## src/rtl/adder_16bit.sv

```systemverilog
// adder_16bit -- 16-bit unsigned adder with carry-in/carry-out plus a
// registered copy of the result.
//
// The sum path is purely combinational. It is built as two 8-bit
// carry-lookahead blocks, and each block is made of two 4-bit
// generate/propagate groups. The carry out of the low byte feeds the
// carry in of the high byte.
//
// The registered copy lives on clk/rst_n and does not feed back into the
// sum, so y/Co stay valid even when clk/rst_n are left undriven.
//
// Ports:
//   clk   in   1   rising-edge clock, registered copy only
//   rst_n in   1   async active-low reset, registered copy only
//   a     in  16   operand A, unsigned
//   b     in  16   operand B, unsigned
//   Cin   in   1   carry-in
//   y     out 16   combinational sum [15:0]
//   Co    out  1   combinational carry-out (sum bit 16)
//   y_q   out 16   y registered (one-cycle latency)
//   co_q  out  1   Co registered (one-cycle latency)

// 4-bit lookahead group: sum bits plus group generate/propagate.
module adder_16bit_cla4 (
    input  logic [3:0] a_i,
    input  logic [3:0] b_i,
    input  logic       cin_i,
    output logic [3:0] s_o,
    output logic       g_o,
    output logic       p_o
);
    logic [3:0] g, p, c;

    assign g = a_i & b_i;
    assign p = a_i ^ b_i;

    // Every carry is expanded from cin, so no carry depends on the carry below it.
    assign c[0] = cin_i;
    assign c[1] = g[0] | (p[0] & cin_i);
    assign c[2] = g[1] | (p[1] & g[0]) | (p[1] & p[0] & cin_i);
    assign c[3] = g[2] | (p[2] & g[1]) | (p[2] & p[1] & g[0])
                | (p[2] & p[1] & p[0] & cin_i);

    assign s_o = p ^ c;
    assign g_o = g[3] | (p[3] & g[2]) | (p[3] & p[2] & g[1])
               | (p[3] & p[2] & p[1] & g[0]);
    assign p_o = &p;
endmodule

// 8-bit lookahead block: two 4-bit groups joined by second-level lookahead.
module adder_16bit_cla8 (
    input  logic [7:0] a_i,
    input  logic [7:0] b_i,
    input  logic       cin_i,
    output logic [7:0] s_o,
    output logic       cout_o
);
    logic [1:0] gg, gp;
    logic [2:0] gc;

    assign gc[0] = cin_i;
    assign gc[1] = gg[0] | (gp[0] & cin_i);
    assign gc[2] = gg[1] | (gp[1] & gg[0]) | (gp[1] & gp[0] & cin_i);

    for (genvar k = 0; k < 2; k++) begin : g_grp
        adder_16bit_cla4 u_grp (
            .a_i   (a_i[4*k +: 4]),
            .b_i   (b_i[4*k +: 4]),
            .cin_i (gc[k]),
            .s_o   (s_o[4*k +: 4]),
            .g_o   (gg[k]),
            .p_o   (gp[k])
        );
    end

    assign cout_o = gc[2];
endmodule

module adder_16bit (
    input  logic        clk,
    input  logic        rst_n,
    input  logic [15:0] a,
    input  logic [15:0] b,
    input  logic        Cin,
    output logic [15:0] y,
    output logic        Co,
    output logic [15:0] y_q,
    output logic        co_q
);
    localparam int NUM_BLK = 2;

    // Byte-level carry chain: bc[0] = Cin, bc[1] = carry out of the low
    // byte, bc[2] = final carry-out.
    logic [NUM_BLK:0] bc;

    assign bc[0] = Cin;

    for (genvar k = 0; k < NUM_BLK; k++) begin : g_blk
        adder_16bit_cla8 u_blk (
            .a_i    (a[8*k +: 8]),
            .b_i    (b[8*k +: 8]),
            .cin_i  (bc[k]),
            .s_o    (y[8*k +: 8]),
            .cout_o (bc[k+1])
        );
    end

    assign Co = bc[NUM_BLK];

    logic [15:0] y_d;
    logic        co_d;

    assign y_d  = y;
    assign co_d = Co;

    always_ff @(posedge clk or negedge rst_n) begin
        if (!rst_n) begin
            y_q  <= 16'h0000;
            co_q <= 1'b0;
        end else begin
            y_q  <= y_d;
            co_q <= co_d;
        end
    end
endmodule

```

## config.mk

```make
export PLATFORM = sky130hd
export DESIGN_NAME = adder_16bit
export DESIGN_NICKNAME = d
export VERILOG_FILES = /design/src/rtl/adder_16bit.sv
export SDC_FILE = /design/constraint.sdc
export NUM_CORES = 1
export LEC_CHECK = 0
export CORE_MARGIN = 3
export CORE_UTILIZATION = 44
export CTS_CLUSTER_DIAMETER = 40
export CTS_CLUSTER_SIZE = 14
export DETAILED_ROUTE_END_ITERATION = 6
export DONT_BUFFER_PORTS = 1
export PLACE_DENSITY = 0.7
export SYNTH_ARGS = -nofsm -noshare
export SYNTH_HDL_FRONTEND = slang
export SYNTH_SLANG_ARGS = --single-unit
```

## constraint.sdc

```tcl
create_clock -name clk -period 8.46 [get_ports clk]
set_clock_uncertainty 0.15 [all_clocks]
set_input_delay 1.692 -clock clk [delete_from_list [all_inputs] [get_ports clk]]
set_output_delay 1.692 -clock clk [all_outputs]
set_load 0.005 [all_outputs]
```

# --- Yosys cells after proc, flatten, opt, wreduce, memory -nomap -nowiden ---
# Cells that the tools add are included.
op_classes:
  reduce_logical: 4
  bitwise_logic: 118
ops:
  columns: ["operator", "n"]
  rows:
  - ["$and A1 B1 Y1", 64]
  - ["$or A1 B1 Y1", 42]
  - ["$xor A4 B4 Y4", 8]
  - ["$and A4 B4 Y4", 4]
  - ["$reduce_and A4 Y1", 4]
word_totals:
  in_bits: 35
  reg_bits: 17

# --- Logic depth before layout (Yosys ltp) ---
logic_depth:
  ltp_word: 13
  ltp_mapped: 7
  depth_no_buf: 7

# --- Modules after synthesis ---
# Synthesis repeated with hierarchy kept, for this count alone.
hier_totals:
  hier_cells: 109
  area_unflattened_um2: 1186.1
by_module_without_submodules:
  columns: ["mod", "area_per_inst_um2", "instances", "cells_each"]
  rows:
  - ["adder_16bit_cla4", 182.7, 4, 22]
  - ["adder_16bit", 425.4, 1, 17]
  - ["adder_16bit_cla8", 15.0, 2, 2]

# --- Worst setup path before layout ---
# No wires, ideal clock.
synth_path:
  path_type: "in2out"
  start: "input port a[9]"
  end: "output port y[13]"
  t_arrival_ns: 3.418
  stages: 7
  slack_ns: 3.200
  t_required_ns: 6.618
  path_cell_list: "ha_1 > a21o_1 > a21oi_1 > nor3b_1 > a221oi_2 > fa_1 > xor2_1"
synth_via:
  elab_chain_len: 8
synth_rtl:
  columns: ["element", "line", "rtl"]
  rows:
  - ["start: declaration", "82", "input logic [15:0] a,"]
  - ["$and A4 B4 Y4 or $xor A4 B4 Y4 (tied branches)", "34, 35", null]
  - ["$and A1 B1 Y1, on equally long branches", "45, 46", null]
  - ["$or A1 B1 Y1 or $and A1 B1 Y1 (tied branches)", "45, 46", null]
  - ["$or A1 B1 Y1", "46", "| (p[3] & p[2] & p[1] & g[0]);"]
  - ["$or A1 B1 Y1 (*)", "62", "assign gc[1] = gg[0] | (gp[0] & cin_i);"]
  - ["$and A1 B1 Y1 (*)", "39", "assign c[1] = g[0] | (p[0] & cin_i);"]
  - ["$or A1 B1 Y1 (*)", "39", null]
  - ["$xor A4 B4 Y4 (*)", "44", "assign s_o = p ^ c;"]
  - ["end: declaration", "85", "output logic [15:0] y,"]
# Every way passes the cells marked *; elsewhere a longest branch is shown, timed or not.

# --- Worst setup path after layout ---
layout_path:
  start: "input port a[2]"
  end: "output port y[8]"
layout_via:
  elab_chain_len: 9
layout_rtl:
  columns: ["element", "line", "rtl"]
  rows:
  - ["$and A4 B4 Y4 or $xor A4 B4 Y4 (tied branches)", "34, 35", null]
  - ["$and A1 B1 Y1, on equally long branches", "45, 46", null]
  - ["$or A1 B1 Y1 (tied with other cells)", "45", "assign g_o = g[3] | (p[3] & g[2]) | (p[3] & p[2] & g[1])"]
  - ["$or A1 B1 Y1 or $and A1 B1 Y1 (tied branches)", "45, 46", null]
  - ["$or A1 B1 Y1", "46", null]
  - ["$and A1 B1 Y1", "63", "assign gc[2] = gg[1] | (gp[1] & gg[0]) | (gp[1] & gp[0] & cin_i);"]
  - ["$or A1 B1 Y1", "63", null]
  - ["$or A1 B1 Y1 (*)", "63", null]
  - ["$xor A4 B4 Y4 (*)", "44", null]
# Marks and branches as above.

==> qor.csv <==
metric,value,unit
H-tree depth,1,
CTS buffer count,3,
IO Pins,69,
"EDFF count, synth",0,
"antenna viol nets, final",0,
Mapped Avg Cell Area,10.9,µm²
P&R area growth vs syn,5.48,%
#FFs+latches synth,17,
synth cell count leaders,"17 x dfrtp_1, 16 x ha_1, 10 x inv_1, 8 x a21oi_1",
fmax,182,MHz
post-CTS setup repair buffer count,0,
"Hold Violations, Final",0,
main combinational cell family by area after synthesis,adder cells,
initial core utilization,48.8,%
largest net degree at the start of global routing,18,
area share of the largest cell type after synthesis,37.3,%
HP Class,input pin to async pin,
Max stage delay on crit path,0.47,ns
All-Layer GR Usage,14.9,%
Post-synth ARST share,100,%
ANT cells,0,
post-synthesis xor/xnor area fraction,7.68,%
layout cells sized above 1,6.42,%
Wirelength per Cell,16.7,µm
DRC viols,0,
unrepaired setup endpoints after global routing,no,
VDD IR-drop max,111,µV
total grt overflow,0,
Via-to-Cell Ratio,5.74,
via count,787,
leakage,0.568,nW
Max-slew headroom,61.4,%
Initial DRC Count,16,
vias in the first global route,812,
Mapped Nets,160,
Unique masters post-synth,32,
"Top FF cell, synth",dfrtp_1,
CTS tree,done,
first drt pass iteration count,4,
max-cap violations,0,
Slew Limit Fails,0,
Critical Path RT,6.62,ns
cell area after synthesis,0.00114,mm²
post-synthesis sequential area ratio,37.3,%
CTS max path bufs,2,
CTS Hold Bufs,0,
ordered cell list for the critical path,ha_1 > and2_4 > a221oi_1 > nand2_1 > a21oi_1 > fa_1 > inv_1,
Synth Area in Compound Gates,14.3,%
crit path kind,input pin to primary output,
final setup TNS,0,ns
RD Place Congestion,0.741,
Slowest cell on crit path,fa_1,
mux contribution to synthesized area,0.877,%
Util after Layout,51.4,%
fin crit share,65.1,%
buffers plus inverters on the worst setup path,1,
fin crit period,5.51,ns
Sink Count,17,
Gate Count Post-Synth,105,
outcome,"finished, final reports clean",
Total Power,0.212,mW
Post-Synth Adder-Cell Area,24.6,%
critical path peak fanout,3,
Simple-Gate Fraction of Synth Area,12.1,%
Die Ht,56.9,µm
Slew @ Worst Pin,0.571,ns
"crit path setup slack, layout",2.95,ns
Synth Warn #,0,
Rows,17,
CORE AREA,0.00234,mm²
most frequent cell after synthesis,dfrtp_1,
Clock Tree Root,clkbuf_4,
cell taking the most area after synthesis,dfrtp_1,
Worst-path clk slew,0.10,ns
Final #Nets,165,
Power Dens Cells,176,mW/mm²
initial antenna violation count,0,
WP data arrival,3.67,ns
"top cells by area, synth","dfrtp_1 37%, ha_1 18%, fa_1 7.0%",
final WL,2280,µm
filler instances,217,
CP Capture Type,primary output,
Post-Place Setup Slack,2.94,ns
startpoint types,input pin,
first-pass GRT wire length,3800,µm
area of the multi-input gates,678,µm²
CTS resizes,0,
DP Wirelength,1940,µm
WHS,0.932,ns
number of port buffers,0,
full die area,0.00324,mm²
Die Width,56.9,µm
Final setup viols,0,
register area,425,µm²
"delay-heaviest family, CP",adder cells,
[where the power goes]
part,internal (mW),switching [mW],leakage (nW)
clock,0.0176,0.0257,0.0177
sequential,0.0984,0.00909,0.199
combinational,0.0250,0.0359,0.352
[metrics by stage]
stage,area (µm²),std cells
floorplan,1140,105
global placement,1180,133
detailed placement,1180,133
CTS,1200,137
global route,1200,137
finish,1200,137
[kinds of logic after synthesis]
logic type	count (synthesis)
AO/OA/AOI/OAI	24
XOR/XNOR	10
AND/OR/NAND/NOR	23
multiplexers	1
buffers and inverters	10
flip-flops	17
adder cells (fa/ha/maj)	20
[final cells by class]
class                           count  share of cell area, %
Tap cell                           28                   2.91
Multi-Input combinational cell     78                   56.3
Clock buffer                        3                   1.87
Clock inverter                      1                  0.416
Inverter                           10                   3.12
Sequential cell                    17                   35.3
[registers in the layout, indices dropped and copies added, names as in the netlist]
name / flops
co_q: 1
y_q: 16
[final timing paths]
check	start	endpoint	slack, ns	depth (start not counted)
min	rst_n	y_q[0]$_DFF_PN0_	0.93	0
min in group clk	b[4]	y_q[4]$_DFF_PN0_	1.49	1
max in group asynchronous	rst_n	y_q[15]$_DFF_PN0_	7.16	0
max	a[2]	y[8]	2.95	7
[metal layers]
layer / part of all wire (%) / track usage (%)
met5: 0 / 0
met4: 0 / 1.99
met3: 12 / 8.74
met2: 49 / 24.0
met1: 39 / 17.7
[cells in the final DEF (no fill, tap or decap), types with 2 or more instances in the layout]
master	instances
a21o_1	2
inv_1	10
nand2_1	4
nor3_1	2
nor3b_1	2
nor2_1	5
nor2b_1	2
ha_1	16
xnor2_1	5
dfrtp_1	17
xor2_1	5
a21oi_1	8
clkbuf_4	3
fa_1	4
o21ai_0	4
or4b_1	2
(Power assumes the default switching activity.)
